--- src/rtl/cordic_pkg.sv ---
// Shared definitions for the CORDIC control unit.
//   ctrl_state_t : controller FSM states
//   C_*          : bit positions inside the core control word c[8:1]
package cordic_pkg;

    typedef enum logic [2:0] {
        IDLE,
        ITER,
        WR_X,
        WR_Y,
        DONE
    } ctrl_state_t;

    localparam int C_LOAD   = 1;  // load-mux select (take data_w)
    localparam int C_REG_EN = 2;  // working-register enable
    localparam int C_SEL_R  = 5;  // scaler source: 0 = x, 1 = y
    localparam int C_WR_X   = 6;  // reg_x enable
    localparam int C_WR_Y   = 7;  // reg_y enable
    localparam int C_ANG_EN = 8;  // angle-register enable

endpackage

--- src/rtl/cordic_ctrl_if.sv ---
// Handshake and core-control bundle for cordic_ctrl.
//   start_valid / start_ready : upstream operand handshake (data on data_w)
//   res_valid   / res_ready   : downstream result handshake (data on data_r)
//   busy                      : operation in flight (ITER, WR_X, WR_Y)
//   c[8:1], cnt               : control word and iteration index for cordic_core
// Modport master is the controller side; slave is the environment around it.
interface cordic_ctrl_if #(
    parameter int CNT_W = 3
);
    logic             start_valid;
    logic             start_ready;
    logic             res_valid;
    logic             res_ready;
    logic             busy;
    logic [8:1]       c;
    logic [CNT_W-1:0] cnt;

    modport master (
        input  start_valid,
        input  res_ready,
        output start_ready,
        output res_valid,
        output busy,
        output c,
        output cnt
    );

    modport slave (
        output start_valid,
        output res_ready,
        input  start_ready,
        input  res_valid,
        input  busy,
        input  c,
        input  cnt
    );
endinterface

--- src/rtl/cordic_ctrl.sv ---
// Control unit for the iterative CORDIC datapath (cordic_core).
// One operation: operand load (in the accepting IDLE cycle), N-1 in-place
// micro-rotations, then scaled write-back of x and then y, then the result
// is held until downstream takes it.
// Ports:
//   clk  : clock, rising edge
//   rst  : synchronous reset, active-low
//   ctl  : cordic_ctrl_if.master (start/result handshakes, busy, c, cnt)
// Parameters:
//   N     : number of micro-rotations, >= 2
//   CNT_W : width of cnt, matches the core's cnt port
module cordic_ctrl
    import cordic_pkg::*;
#(
    parameter int N     = 7,
    parameter int CNT_W = $clog2(N)
) (
    input  logic          clk,
    input  logic          rst,
    cordic_ctrl_if.master ctl
);

    if (N < 2) begin : g_bad_n
        $error("cordic_ctrl: N must be >= 2");
    end

    // Index held during both write-backs; the last ITER cycle runs at N-2.
    localparam logic [CNT_W-1:0] CNT_LAST      = CNT_W'(N - 1);
    localparam logic [CNT_W-1:0] CNT_ITER_LAST = CNT_W'(N - 2);

    ctrl_state_t      state;
    ctrl_state_t      state_nxt;
    logic [CNT_W-1:0] cnt_q;
    logic [CNT_W-1:0] cnt_nxt;

    // State and counter registers
    always_ff @(posedge clk) begin
        if (!rst) begin
            state <= IDLE;
            cnt_q <= '0;
        end else begin
            state <= state_nxt;
            cnt_q <= cnt_nxt;
        end
    end

    // Next-state and counter update
    always_comb begin
        state_nxt = state;
        cnt_nxt   = cnt_q;
        unique case (state)
            IDLE: begin
                cnt_nxt = '0;
                if (ctl.start_valid) begin
                    state_nxt = ITER;
                end
            end
            ITER: begin
                if (cnt_q == CNT_ITER_LAST) begin
                    cnt_nxt   = CNT_LAST;
                    state_nxt = WR_X;
                end else begin
                    cnt_nxt = cnt_q + CNT_W'(1);
                end
            end
            WR_X: begin
                state_nxt = WR_Y;
            end
            WR_Y: begin
                state_nxt = DONE;
            end
            DONE: begin
                // start_valid is deliberately not looked at here: a new
                // operand can only be taken from IDLE, one cycle later.
                if (ctl.res_ready) begin
                    state_nxt = IDLE;
                    cnt_nxt   = '0;
                end
            end
            default: begin
                state_nxt = IDLE;
                cnt_nxt   = '0;
            end
        endcase
    end

    // Output decode
    always_comb begin
        ctl.c           = '0;
        ctl.start_ready = 1'b0;
        ctl.res_valid   = 1'b0;
        ctl.busy        = 1'b0;
        unique case (state)
            IDLE: begin
                ctl.start_ready = 1'b1;
                // Mealy load: the core latches data_w in the handshake cycle
                // itself, so ITER can start rotating on the very next edge.
                if (ctl.start_valid) begin
                    ctl.c[C_LOAD]   = 1'b1;
                    ctl.c[C_REG_EN] = 1'b1;
                    ctl.c[C_ANG_EN] = 1'b1;
                end
            end
            ITER: begin
                ctl.busy        = 1'b1;
                ctl.c[C_REG_EN] = 1'b1;
            end
            WR_X: begin
                // Working registers frozen while the scaler output is stored.
                ctl.busy      = 1'b1;
                ctl.c[C_WR_X] = 1'b1;
            end
            WR_Y: begin
                ctl.busy         = 1'b1;
                ctl.c[C_WR_Y]    = 1'b1;
                ctl.c[C_SEL_R]   = 1'b1;
            end
            DONE: begin
                ctl.res_valid = 1'b1;
            end
            default: begin
                ctl.c = '0;
            end
        endcase
    end

    assign ctl.cnt = cnt_q;

endmodule
--- src/flat_wrapper.sv ---
// flat-port wrapper written by rule: the top's interface ports become plain ports
module cordic_ctrl_flat import cordic_pkg::*;
#(
    parameter int N     = 7,
    parameter int CNT_W = $clog2(N)
)
  (clk, rst, ctl_start_valid, ctl_res_ready, ctl_start_ready, ctl_res_valid, ctl_busy, ctl_c, ctl_cnt);
  cordic_ctrl_if #(.CNT_W(CNT_W)) ctl_i ();
  input  logic clk;
  input  logic rst;
  input wire logic [$bits(ctl_i.start_valid)-1:0] ctl_start_valid;
  input wire logic [$bits(ctl_i.res_ready)-1:0] ctl_res_ready;
  output wire logic [$bits(ctl_i.start_ready)-1:0] ctl_start_ready;
  output wire logic [$bits(ctl_i.res_valid)-1:0] ctl_res_valid;
  output wire logic [$bits(ctl_i.busy)-1:0] ctl_busy;
  output wire logic [$bits(ctl_i.c)-1:0] ctl_c;
  output wire logic [$bits(ctl_i.cnt)-1:0] ctl_cnt;
  assign ctl_i.start_valid = ctl_start_valid;
  assign ctl_i.res_ready = ctl_res_ready;
  assign ctl_start_ready = ctl_i.start_ready;
  assign ctl_res_valid = ctl_i.res_valid;
  assign ctl_busy = ctl_i.busy;
  assign ctl_c = ctl_i.c;
  assign ctl_cnt = ctl_i.cnt;
  cordic_ctrl #(.N(N), .CNT_W(CNT_W)) u_core (.clk(clk), .rst(rst), .ctl(ctl_i));
endmodule
--- config.mk ---
export PLATFORM = sky130hd
export DESIGN_NAME = cordic_ctrl_flat
export DESIGN_NICKNAME = d
export VERILOG_FILES = /design/src/rtl/cordic_pkg.sv /design/src/rtl/cordic_ctrl_if.sv /design/src/rtl/cordic_ctrl.sv /design/src/flat_wrapper.sv
export SDC_FILE = /design/constraint.sdc
export NUM_CORES = 1
export LEC_CHECK = 0
export ABC_AREA = 0
export BUFFER_PORTS_ARGS = -buffer_cell sky130_fd_sc_hd__buf_2
export CORE_AREA = 2 2 39 41
export CTS_CLUSTER_DIAMETER = 30
export DETAILED_ROUTE_END_ITERATION = 16
export DIE_AREA = 0 0 41 43
export PLACE_DENSITY = 0.55
export SETUP_SLACK_MARGIN = 0.05
export SYNTH_ARGS = -nofsm -noshare
export SYNTH_HDL_FRONTEND = slang
export SYNTH_SLANG_ARGS = --single-unit
--- constraint.sdc ---
create_clock -name clk -period 1.29 [get_ports clk]
set_input_delay 0.258 -clock clk [delete_from_list [all_inputs] [get_ports clk]]
set_output_delay 0.258 -clock clk [all_outputs]
set_load 0.01 [all_outputs]
Yosys cells after proc, flatten, opt, wreduce, memory -nomap -nowiden. Cells that the tools add are included.

Output and inout port bits: 14. Register bits after elaboration: 6. Word-level logic and storage cells: 33. Input port bits: 4.

Equality and inequality tests: 8. Add/subtract/negate cells: 1. Mux-type cells: 16. Reductions and logical operators: 5. Bitwise logic cells: 1.

Operator list (number): case mux 3 bit (5 select lines) (1); two-way mux 3 bit (4); case mux 3 bit (3 select lines) (1); two-way mux 1 bit (8); == test 3 x 2 -> 1 bit (second input constant) (2); == test 3 bit (second input constant) (2); inequality test 2 bit (second input constant) (2); adder 3 x 1 -> 3 bit (second input constant) (1); == test 3 x 1 -> 1 bit (second input constant) (1); zero test 3 bit (1); AND reduction 3 bit (1); OR reduction 3 bit (1); two-way mux 2 bit (1); inequality test 2 x 1 -> 1 bit (second input constant) (1); case mux 1 bit (2 select lines) (1); AND reduction 2 bit (1); OR reduction 2 bit (1); NOT 1 bit (1).

Longest topological paths before layout.
Depth in word-level cells: 4. Depth in mapped cells: 5. Mapped depth without buffers: 5.

Least setup slack after synthesis. No wires, ideal clock.

Path kind: reg2out. Start point: reg u_core.state[0]. End point: out ctl_c[7]. Stages on the path, launching flop included: 5. Slack: -0.189 ns. Arrival time: 1.221 ns. Buffers on the path: 2. Cells stage by stage: dfxtp_1 > clkbuf_1 > nor3_1 > and2_1 > buf_4.

Word-level cells in the longest chain between the ends: 2.

RTL lines: start, declared (line cordic_ctrl.sv:31) `ctrl_state_t state;`; start signal, assigned (line cordic_ctrl.sv:42) `state <= state_nxt;`; zero test 3 bit (line cordic_ctrl.sv:93) `unique case (state)`; two-way mux 1 bit (line cordic_ctrl.sv:93); end, declared (line flat_wrapper.sv:16) `output wire logic [$bits(ctl_i.c)-1:0] ctl_c;`.

Every way passes these cells.

Worst setup path in the final report.
Start point: reg u_core.state[0]. End point: out ctl_c[0].

Same word-level chain as after synthesis.

==> out/results.ini <==
[outcome]
status=finished with violations
violations=negative setup slack

[place]
dpl.hpwl_um=686
routabilityCongestion=0.703
placedCellCount=82
dp_slack_ns=0.0126
port_buffers=15

[finish]
stdcell_count=86
drive_gt1_share_pct=57.1
mostFrequentLayoutCell=buf_2
areaGrowthSynthToFinish_pct=58.7
final_nets=78
fill_cells=141
final_cell_mix=buf_2, buf_6, inv_1, buf_4
antennaDiodeCount=0

[routing]
drc=0
drt_first_pass_iters=4
ant_nets=0
drt_iter0_drc=6
finalWirelength_um=962
routed_via_density=4.64
post_drt_wl_per_cell_um=11.2
num_vias=399

[clocking]
cts_tree=done
numCtsBuffers=3
clkSinkCount=6
clock_path_buffers=2
insertion_delay_ns=0.24
clockRootBuffer=clkbuf_4
clkTransAtPathRegs_ns=0.04
ctsHtreeMaxLevel=1
cts_hold_buffers=0

[pwr]
seq_power_share_pct=42.9
p_leak_uw=0.000299
comb_power_share_pct=19.3
ir_drop_mv=0.503
pwr_density_cell_nw_per_um2=694
power_switching_share_pct=25.0
power.internal_uw=340
power_frac_clock_pct=37.8
p_sw_uw=113
finalPower_uw=453

[timing]
setup_ws_ns=-0.0930
min_period_ns=1.38
maxSlewViolCount=0
fin_crit_sh_pct=107
hold_violations=0
finalSetupViolCount=7
hold_ws_ns=0.306
grt_setup_unrepaired=yes
fin_skew_ns=0.00668
setup-tns-final_ns=-0.362
fmax_mhz=723

[worst_setup_path]
cp-end-kind=output port
cp.arrival_ns=1.12
path_class=flop to output port
critPathLaunchType=flop
required_ns=1.03
critPathMaxFanout=5

[min_path]
worst_hold_path_type=input pin to flop

[synth]
synth_seq_area_share_pct=29.2
yosys_warnings=0
ys_types=27
yosysTopAreaCellShare_pct=29.2
avgSynthCellArea_um2=8.40
yosysTopAreaCell=dfxtp_1
postSynthCellCount=49
synth_area_um2=412
synth_area_leaders=dfxtp_1, buf_4, ha_1
ys_ff_latch=6

[grt]
grt_pass1_vias=382
antenna_found_initial=0
grt_max_degree=8
grt_pass1_wl_um=1610
grt.overflow.total=0
grtUsageTotal_pct=14.0

[floorplan]
dieWidth_um=41
die_h_um=43
rows=14
io-pin-count=18
die_area_um2=1760
core_area_um2=1380
start_util_pct=29.7

[run]
cap_viol_max_count=0

final timing paths:
| kind | cells after the start | slack [ns] | end | from |
|---|---|---|---|---|
| worst min register to register | 2 | 0.51 | u_core.state[1] | u_core.state[0] |
| worst max register to register | 3 | 0.01 | u_core.ctl.cnt[0] | u_core.state[1] |
| worst max-delay path | 4 | -0.09 | ctl_c[0] | u_core.state[0] |
| worst min-delay path | 2 | 0.31 | u_core.state[2] | rst |
Yosys cell counts:
| cell type | instances |
|---|---|
| a211oi_1 | 1 |
| conb_1 | 1 |
| dfxtp_1 | 6 |
| or2b_1 | 1 |
| and2_1 | 3 |
| buf_4 | 4 |
| nor2b_1 | 2 |
| nand4b_1 | 1 |
| ha_1 | 2 |
| nor3_1 | 3 |
| nor4b_2 | 1 |
| a31oi_1 | 1 |
| or3b_1 | 1 |
| a21boi_1 | 2 |
| buf_6 | 1 |
| o21a_1 | 1 |
| a21oi_1 | 1 |
| nand2b_1 | 2 |
| inv_1 | 4 |
| nor2_1 | 3 |
| o31ai_1 | 1 |
| nand2_1 | 1 |
| or3b_4 | 1 |
| a21o_2 | 1 |
| clkbuf_1 | 1 |
| o21ai_1 | 2 |
| o311a_1 | 1 |
per-stage QoR:
stage               cell area, um2  utilization [%]
floorplan                      428                -
global placement               531             38.3
detailed placement             531             38.3
CTS                            628             45.4
global route                   653             47.2
finish                         653             47.2
power groups by stage:
stage | logic [uW] | registers [uW] | clock network, uW
2_1_floorplan | 49.0 | 198 | 0
3_3_place_gp | 72.1 | 199 | 0
3_5_place_dp | 72.7 | 199 | 0
4_1_cts | 84.4 | 194 | 177
5_1_grt | 97.2 | 195 | 185
6_report | 87.7 | 194 | 171
critical path, stage by stage, from the launching register on:
cell and delay, ns:
dfxtp_2 0.33, buf_6 0.13, nor3_4 0.17, and2_4 0.17
buf_6 0.09
final cells by class:
type / count / area [um2] / area share (%)
clock buffers: 3 / 22.5 / 3.45
inverters: 4 / 15.0 / 2.30
multi-input cells: 34 / 288 / 44.1
flip-flops and latches: 6 / 126 / 19.3
well taps: 16 / 20.0 / 3.07
repair buffers: 23 / 181 / 27.8
kinds of logic (layout without fill, tap and decap cells):
family / after synthesis / in the layout / share of synthesized area (%)
buffers and inverters: 10 / 30 / 14.6
AO/OA/AOI/OAI: 11 / 11 / 18.8
adder cells (fa/ha/maj): 2 / 2 / 6.08
flip-flops: 6 / 6 / 29.2
other: 1 / 2 / 0.911
AND/OR/NAND/NOR: 19 / 19 / 30.4
routing by layer:
metal / part of all wire [%] / vias to the layer above / GRT usage [%]
li1: - / 202 / -
met1: 44 / 188 / 17.2
met2: 51 / 9 / 20.0
met3: 5.2 / 0 / 5.24
met4: 0 / 0 / 8.00
met5: 0 / - / 0
registers in the layout, indices dropped and copies added, names as in the netlist:
name / cells
u_core.ctl.cnt: 3
u_core.state: 3
timing repair:
item | CTS | global route
setup endpoints to repair | 10 | 12
endpoints found under the hold margin | 0 | 0
resized for setup | 16 | 4
buffers inserted | 1 | 2
pin swaps | 5 | 3
Power figures use the tool's default switching activity.
